[src/rtl/dm_arbiter_if.sv]
// Data-memory port bundle: CPU requester, external loader/debug requester and
// the single-ported synchronous memory shared between them.
interface dm_arbiter_if;
    logic       cpu_req;
    logic       cpu_we;
    logic [7:0] cpu_addr;
    logic [7:0] cpu_wdata;
    logic       cpu_gnt;
    logic       cpu_stall;
    logic       cpu_rvalid;
    logic [7:0] cpu_rdata;

    logic       ext_req;
    logic       ext_we;
    logic [7:0] ext_addr;
    logic [7:0] ext_wdata;
    logic       ext_lock;
    logic       ext_gnt;
    logic       ext_rvalid;
    logic [7:0] ext_rdata;

    logic       mem_we;
    logic [7:0] mem_addr;
    logic [7:0] mem_wdata;
    logic [7:0] mem_rdata;

    // Requesters and the memory model sit on the master side.
    modport master (
        output cpu_req, cpu_we, cpu_addr, cpu_wdata,
        input  cpu_gnt, cpu_stall, cpu_rvalid, cpu_rdata,
        output ext_req, ext_we, ext_addr, ext_wdata, ext_lock,
        input  ext_gnt, ext_rvalid, ext_rdata,
        input  mem_we, mem_addr, mem_wdata,
        output mem_rdata
    );

    modport slave (
        input  cpu_req, cpu_we, cpu_addr, cpu_wdata,
        output cpu_gnt, cpu_stall, cpu_rvalid, cpu_rdata,
        input  ext_req, ext_we, ext_addr, ext_wdata, ext_lock,
        output ext_gnt, ext_rvalid, ext_rdata,
        output mem_we, mem_addr, mem_wdata,
        input  mem_rdata
    );
endinterface

[src/rtl/dm_arbiter.sv]
// Two-requester data-memory arbiter: CPU priority with bounded starvation of the
// external port, optional external bus lock, 1-cycle read return per port.
module dm_arbiter #(
    parameter int STARVE_MAX = 3
) (
    input  logic         clk,
    input  logic         reset,
    dm_arbiter_if.slave  bus
);

    typedef enum logic {ARB, EXT_LOCKED} state_t;

    localparam logic [2:0] STARVE_LIM = 3'(STARVE_MAX);

    state_t     r_state;
    state_t     w_state_nxt;
    logic [2:0] r_starve_cnt;
    logic [2:0] w_starve_nxt;
    logic       w_cpu_gnt;
    logic       w_ext_gnt;

    logic       r_cpu_rvalid_p1;
    logic       r_ext_rvalid_p1;
    logic [7:0] r_cpu_rdata_p1;
    logic [7:0] r_ext_rdata_p1;

    always_comb begin
        w_cpu_gnt    = 1'b0;
        w_ext_gnt    = 1'b0;
        w_state_nxt  = r_state;
        w_starve_nxt = r_starve_cnt;
        if (!reset) begin
            if (r_state == EXT_LOCKED && bus.ext_lock) begin
                w_ext_gnt = bus.ext_req;
            end else begin
                // The lock-release cycle falls through here and is arbitrated normally.
                if (bus.cpu_req && bus.ext_req) begin
                    w_ext_gnt = (r_starve_cnt == STARVE_LIM);
                    w_cpu_gnt = ~w_ext_gnt;
                end else begin
                    w_cpu_gnt = bus.cpu_req;
                    w_ext_gnt = bus.ext_req;
                end
                w_state_nxt = (w_ext_gnt && bus.ext_lock) ? EXT_LOCKED : ARB;
            end

            if (w_ext_gnt) begin
                w_starve_nxt = 3'd0;
            end else if (w_cpu_gnt && bus.ext_req && r_starve_cnt < STARVE_LIM) begin
                w_starve_nxt = r_starve_cnt + 3'd1;
            end
        end
    end

    always_ff @(posedge clk) begin
        if (reset) begin
            r_state      <= ARB;
            r_starve_cnt <= 3'd0;
        end else begin
            r_state      <= w_state_nxt;
            r_starve_cnt <= w_starve_nxt;
        end
    end

    // Stage p0 -> p1: granted reads return on the following cycle
    always_ff @(posedge clk) begin
        if (reset) begin
            r_cpu_rvalid_p1 <= 1'b0;
            r_ext_rvalid_p1 <= 1'b0;
            r_cpu_rdata_p1  <= 8'h00;
            r_ext_rdata_p1  <= 8'h00;
        end else begin
            r_cpu_rvalid_p1 <= w_cpu_gnt & ~bus.cpu_we;
            r_ext_rvalid_p1 <= w_ext_gnt & ~bus.ext_we;
            if (r_cpu_rvalid_p1) r_cpu_rdata_p1 <= bus.mem_rdata;
            if (r_ext_rvalid_p1) r_ext_rdata_p1 <= bus.mem_rdata;
        end
    end

    assign bus.cpu_gnt   = w_cpu_gnt;
    assign bus.ext_gnt   = w_ext_gnt;
    assign bus.cpu_stall = bus.cpu_req & ~w_cpu_gnt & ~reset;

    assign bus.mem_we    = (w_cpu_gnt & bus.cpu_we) | (w_ext_gnt & bus.ext_we);
    assign bus.mem_addr  = w_cpu_gnt ? bus.cpu_addr  : (w_ext_gnt ? bus.ext_addr  : 8'h00);
    assign bus.mem_wdata = w_cpu_gnt ? bus.cpu_wdata : (w_ext_gnt ? bus.ext_wdata : 8'h00);

    // Read data passes straight through on the rvalid cycle, then is held.
    assign bus.cpu_rvalid = r_cpu_rvalid_p1 & ~reset;
    assign bus.ext_rvalid = r_ext_rvalid_p1 & ~reset;
    assign bus.cpu_rdata  = reset ? 8'h00 : (r_cpu_rvalid_p1 ? bus.mem_rdata : r_cpu_rdata_p1);
    assign bus.ext_rdata  = reset ? 8'h00 : (r_ext_rvalid_p1 ? bus.mem_rdata : r_ext_rdata_p1);

endmodule

[src/flat_wrapper.sv]
// flat-port wrapper written by rule: the top's interface ports become plain ports
module dm_arbiter_flat 
#(
    parameter int STARVE_MAX = 3
)
  (clk, reset, bus_cpu_req, bus_cpu_we, bus_cpu_addr, bus_cpu_wdata, bus_cpu_gnt, bus_cpu_stall, bus_cpu_rvalid, bus_cpu_rdata, bus_ext_req, bus_ext_we, bus_ext_addr, bus_ext_wdata, bus_ext_lock, bus_ext_gnt, bus_ext_rvalid, bus_ext_rdata, bus_mem_we, bus_mem_addr, bus_mem_wdata, bus_mem_rdata);
  dm_arbiter_if bus_i ();
  input  logic clk;
  input  logic reset;
  input wire logic [$bits(bus_i.cpu_req)-1:0] bus_cpu_req;
  input wire logic [$bits(bus_i.cpu_we)-1:0] bus_cpu_we;
  input wire logic [$bits(bus_i.cpu_addr)-1:0] bus_cpu_addr;
  input wire logic [$bits(bus_i.cpu_wdata)-1:0] bus_cpu_wdata;
  output wire logic [$bits(bus_i.cpu_gnt)-1:0] bus_cpu_gnt;
  output wire logic [$bits(bus_i.cpu_stall)-1:0] bus_cpu_stall;
  output wire logic [$bits(bus_i.cpu_rvalid)-1:0] bus_cpu_rvalid;
  output wire logic [$bits(bus_i.cpu_rdata)-1:0] bus_cpu_rdata;
  input wire logic [$bits(bus_i.ext_req)-1:0] bus_ext_req;
  input wire logic [$bits(bus_i.ext_we)-1:0] bus_ext_we;
  input wire logic [$bits(bus_i.ext_addr)-1:0] bus_ext_addr;
  input wire logic [$bits(bus_i.ext_wdata)-1:0] bus_ext_wdata;
  input wire logic [$bits(bus_i.ext_lock)-1:0] bus_ext_lock;
  output wire logic [$bits(bus_i.ext_gnt)-1:0] bus_ext_gnt;
  output wire logic [$bits(bus_i.ext_rvalid)-1:0] bus_ext_rvalid;
  output wire logic [$bits(bus_i.ext_rdata)-1:0] bus_ext_rdata;
  output wire logic [$bits(bus_i.mem_we)-1:0] bus_mem_we;
  output wire logic [$bits(bus_i.mem_addr)-1:0] bus_mem_addr;
  output wire logic [$bits(bus_i.mem_wdata)-1:0] bus_mem_wdata;
  input wire logic [$bits(bus_i.mem_rdata)-1:0] bus_mem_rdata;
  assign bus_i.cpu_req = bus_cpu_req;
  assign bus_i.cpu_we = bus_cpu_we;
  assign bus_i.cpu_addr = bus_cpu_addr;
  assign bus_i.cpu_wdata = bus_cpu_wdata;
  assign bus_cpu_gnt = bus_i.cpu_gnt;
  assign bus_cpu_stall = bus_i.cpu_stall;
  assign bus_cpu_rvalid = bus_i.cpu_rvalid;
  assign bus_cpu_rdata = bus_i.cpu_rdata;
  assign bus_i.ext_req = bus_ext_req;
  assign bus_i.ext_we = bus_ext_we;
  assign bus_i.ext_addr = bus_ext_addr;
  assign bus_i.ext_wdata = bus_ext_wdata;
  assign bus_i.ext_lock = bus_ext_lock;
  assign bus_ext_gnt = bus_i.ext_gnt;
  assign bus_ext_rvalid = bus_i.ext_rvalid;
  assign bus_ext_rdata = bus_i.ext_rdata;
  assign bus_mem_we = bus_i.mem_we;
  assign bus_mem_addr = bus_i.mem_addr;
  assign bus_mem_wdata = bus_i.mem_wdata;
  assign bus_i.mem_rdata = bus_mem_rdata;
  dm_arbiter #(.STARVE_MAX(STARVE_MAX)) u_core (.clk(clk), .reset(reset), .bus(bus_i));
endmodule
[config.mk]
export PLATFORM = sky130hd
export DESIGN_NAME = dm_arbiter_flat
export DESIGN_NICKNAME = d
export VERILOG_FILES = /design/src/rtl/dm_arbiter_if.sv /design/src/rtl/dm_arbiter.sv /design/src/flat_wrapper.sv
export SDC_FILE = /design/constraint.sdc
export NUM_CORES = 1
export LEC_CHECK = 0
export ABC_AREA = 1
export CAP_MARGIN = 25
export CORE_MARGIN = 2
export CORE_UTILIZATION = 36
export CTS_BUF_LIST = sky130_fd_sc_hd__clkbuf_8
export DETAILED_ROUTE_END_ITERATION = 6
export PLACE_DENSITY_LB_ADDON = 0.05
export SKIP_CTS_REPAIR_TIMING = 1
export SKIP_LAST_GASP = 1
export SYNTH_ARGS = -nofsm -noshare
export SYNTH_HDL_FRONTEND = slang
export SYNTH_SLANG_ARGS = --single-unit
[constraint.sdc]
create_clock -name clk -period 4.4 [get_ports clk]
set_input_delay 0.88 -clock clk [delete_from_list [all_inputs] [get_ports clk]]
set_output_delay 0.88 -clock clk [all_outputs]
set_load 0.03 [all_outputs]
==> reports/metrics.cfg, run 1 <==
[yosys]
synth_area_sq_mm = 0.00108
yosys.area.top_type = dfxtp_1
synth_nets = 217
yosysUniqueCellTypes = 18
synth_commonest_cells = 57 x nand2_1, 38 x nor2_1, 22 x dfxtp_1, 17 x o21ai_0, 8 x inv_1
synth_area_leaders = dfxtp_1 41%, nand2_1 20%, nor2_1 13%
synth_enable_flop_cells = 0
postSynth.asyncResetShare = 0
synth_most_common_cell = nand2_1
synth_sequential_area_ratio = 0.409
synthDominantCellAreaShare = 0.409
synth_top_flop_cell = dfxtp_1
ys_warn_count = 0
syn-instance-count = 168
yosys_register_bits = 22
average_size_of_a_mapped_cell_sq_um = 6.41

[global_route]
grt_first_pass_wirelength_mm = 4.80
overall_global_routing_resource_usage = 0.180
first_global_vias = 1046
grt_start_max_net_pins = 19
grt_antenna_before_repair = 0
global_route.overflow_total = 0

[final_layout]
num_antenna_cells = 0
multi_input_area_sq_um = 563
nNetsFinal = 303
final-seq-area_sq_um = 440
fillers = 245
layout.cell_area.non_filler_sq_mm = 0.00199
drive_above_1_share = 0.0474
post_synthesis_to_final_layout_area_growth_pct = 84.3

[clock_network]
cts-buffers-inserted = 3
clk_path_buf_depth = 2
htree_num_levels = 1
clock_tree_from_tritoncts = done
clk_pin_slew_ns = 0.07
worst_skew_pair.late_latency_ns = 0.26
clock-root-buffer = clkbuf_8
clkSinkCount = 22

[power_and_ir_drop]
p_leak_nw = 0.888
power_density_mw_per_mm2 = 258
vdd_ir_drop_max_uv = 294
total_power_w = 0.000511

[place]
hpwl_mm = 2.47
gp_routability_congestion = 0.732
port_buffers = 84
placement.cell_area_sq_mm = 0.00193

[job]
maxCapViolCount = 0

[timing]
rsz0062_at_grt = false
final_setup_violation_count = 0
finalMaxSlewViolations = 0
fin_worst_hold_slack_ns = 0.487
setup-tns-final_ns = 0
period_minus_slack_ns = 3.80
hold_viol = 0
fin_crit_sh = 0.865
max-slew-margin-rel = 0.721
finalClockSkew_ns = 0.00293
timing.fmax_mhz = 263
tightestPinTransition_ns = 0.418

[worst_setup_path]
capturing_instance_or_port_of_the_critical_path = bus_mem_wdata[4]
setup.worst_path.class = in -> out
critical_path_cell_with_the_highest_stage_delay = clkdlybuf4s50_1
cpPeakStageDelay_ns = 0.68
crit_path_max_fanout = 18
cp_num_buf_inv = 4
crit_path_start_kind = input port
end_of_the_worst_register_to_register_path = u_core.r_starve_cnt[0]$_SDFFE_PP0P_
critPathArrivalTime_ns = 2.92
path_delay_family = buffers and inverters
critPathCaptureType = primary output
timing.reg2reg.setup_slack_ns = 3.00
worst-endpoint-required_ns = 3.52
reg2reg_depth = 7
path_depth = 7
timing.critical_path.from = reset
timing.rr.start = u_core.r_starve_cnt[0]$_SDFFE_PP0P_
cp_cell_sequence = clkdlybuf4s50_1 -> inv_1 -> nand3_2 -> inv_4 -> nand2_1 -> nand2_1 -> clkdlybuf4s50_1

[outcome]
run_status = finished with violations
failed_checks = design-rule violations

[routing]
drtIter0Drc = 69
final_antenna_net_count = 0
total_drc_errors_in_the_routed_layout = 3
route.vias.total = 1263
drt-wirelength-per-cell_um = 10.8
detailedRoute.firstPassIterationCount = 6
drt-vias-per-instance = 4.45
detail_route.wirelength_mm = 3.07

[worst_hold_path]
hold_path_class = reg -> reg
hold_path_depth = 2

[die]
design.die.area_sq_mm = 0.00345
ioPinCount = 85
area_of_the_core_sq_mm = 0.00281
start_util = 0.384
rows = 19
chipWidth_um = 58.7
die_h_um = 58.7

-- power breakdown --
part / total [W] / internal, W / switching, W
clock network: 0.000142 / 0.0000797 / 0.0000621
logic: 0.000158 / 0.0000779 / 0.0000802
registers: 0.000211 / 0.000208 / 0.00000369
total: 0.000511 / 0.000365 / 0.000146
-- per-stage QoR --
stage,instances,worst slack [ns],utilization
after global placement,280,0.610,0.688
after global routing,284,0.430,0.708
after CTS,284,0.583,0.708
after floorplan,168,1.73,-
final,284,0.595,0.708
after detailed placement,280,0.583,0.688
-- layout make-up --
class / count / area share
timing repair buffer: 84 / 0.423
multi-input combinational: 131 / 0.284
sequential: 22 / 0.222
clock buffer: 4 / 0.0277
inverter: 12 / 0.0239
tap: 31 / 0.0195
-- cell usage in the layout, fill, tap and decap left out --
| cell type | Yosys | final |
|---|---|---|
| clkdlybuf4s50_1 | 0 | 84 |
| nand2_1 | 57 | 57 |
| nor2_1 | 38 | 38 |
| dfxtp_1 | 22 | 22 |
| o21ai_0 | 17 | 17 |
| inv_1 | 8 | 8 |
| nand3_1 | 5 | 5 |
| nand2_2 | 4 | 4 |
| a21oi_1 | 4 | 4 |
| clkbuf_8 | 0 | 4 |
| clkinv_1 | 2 | 2 |
| nor3_1 | 2 | 2 |
| ha_1 | 2 | 2 |
| nor2_2 | 1 | 1 |
| nand3_2 | 1 | 1 |
| inv_4 | 1 | 1 |
| inv_2 | 1 | 1 |
-- sequential cells by signal (all words and copies together), names as in the netlist --
name                    count
u_core.r_ext_rvalid_p1      1
u_core.r_cpu_rvalid_p1      1
u_core.r_starve_cnt         3
u_core.r_state              1
u_core.r_ext_rdata_p1       8
u_core.r_cpu_rdata_p1       8
-- kinds of logic (layout without fill, tap and decap cells) --
| family | Yosys count | after routing | synth area share |
|---|---|---|---|
| AND/OR/NAND/NOR | 108 | 108 | 0.402 |
| flip-flops | 22 | 22 | 0.409 |
| AO/OA/AOI/OAI | 21 | 21 | 0.0976 |
| buffers and inverters | 15 | 100 | 0.0685 |
| adder cells (fa/ha/maj) | 2 | 2 | 0.0232 |
-- worst reg2reg max path, stage by stage, from the launching register on --
cell	delay (ns)
dfxtp_1	0.34
ha_1	0.20
ha_1	0.21
inv_1	0.06
nand3_1	0.05
nor2_1	0.22
nand3_1	0.10
a21oi_1	0.15
-- metal layers --
| metal | vias to the layer above | track usage | part of all wire |
|---|---|---|---|
| met1 | 534 | 0.225 | 0.41 |
| met2 | 32 | 0.302 | 0.52 |
| met4 | 0 | 0.0487 | 0.0026 |
| li1 | 695 | - | - |
| met5 | - | 0 | 0 |
| met3 | 2 | 0.0527 | 0.061 |
-- worst min path at each step --
stage	start	endpoint	slack, ns
6_report	u_core.r_starve_cnt[2]$_SDFFE_PP0P_	u_core.r_starve_cnt[2]$_SDFFE_PP0P_	0.49
5_1_grt	u_core.r_starve_cnt[2]$_SDFFE_PP0P_	u_core.r_starve_cnt[2]$_SDFFE_PP0P_	0.53
4_1_cts	u_core.r_starve_cnt[1]$_SDFFE_PP0P_	u_core.r_starve_cnt[1]$_SDFFE_PP0P_	0.49
3_5_place_dp	u_core.r_starve_cnt[1]$_SDFFE_PP0P_	u_core.r_starve_cnt[1]$_SDFFE_PP0P_	0.48
3_3_place_gp	u_core.r_starve_cnt[2]$_SDFFE_PP0P_	u_core.r_starve_cnt[2]$_SDFFE_PP0P_	0.47
2_1_floorplan	u_core.r_starve_cnt[2]$_SDFFE_PP0P_	u_core.r_starve_cnt[2]$_SDFFE_PP0P_	0.45
(Power assumes the default switching activity.)
==> inputs of run 2 (changes only) <==
clock period = 4.5 ns   (was 4.4 ns; I/O delays follow)
==> results of run 2 <==
Same layout as run 1 (identical final DEF). Status: finished with violations: design-rule violations.
Main changes from that run: setup slack after placement 0.583 ns -> 0.643 ns; setup slack after layout 0.595 ns -> 0.655 ns; register-to-register setup slack 3.00 ns -> 3.10 ns; total power 0.000511 W -> 0.000500 W; worst IR drop on VDD 294 uV -> 288 uV
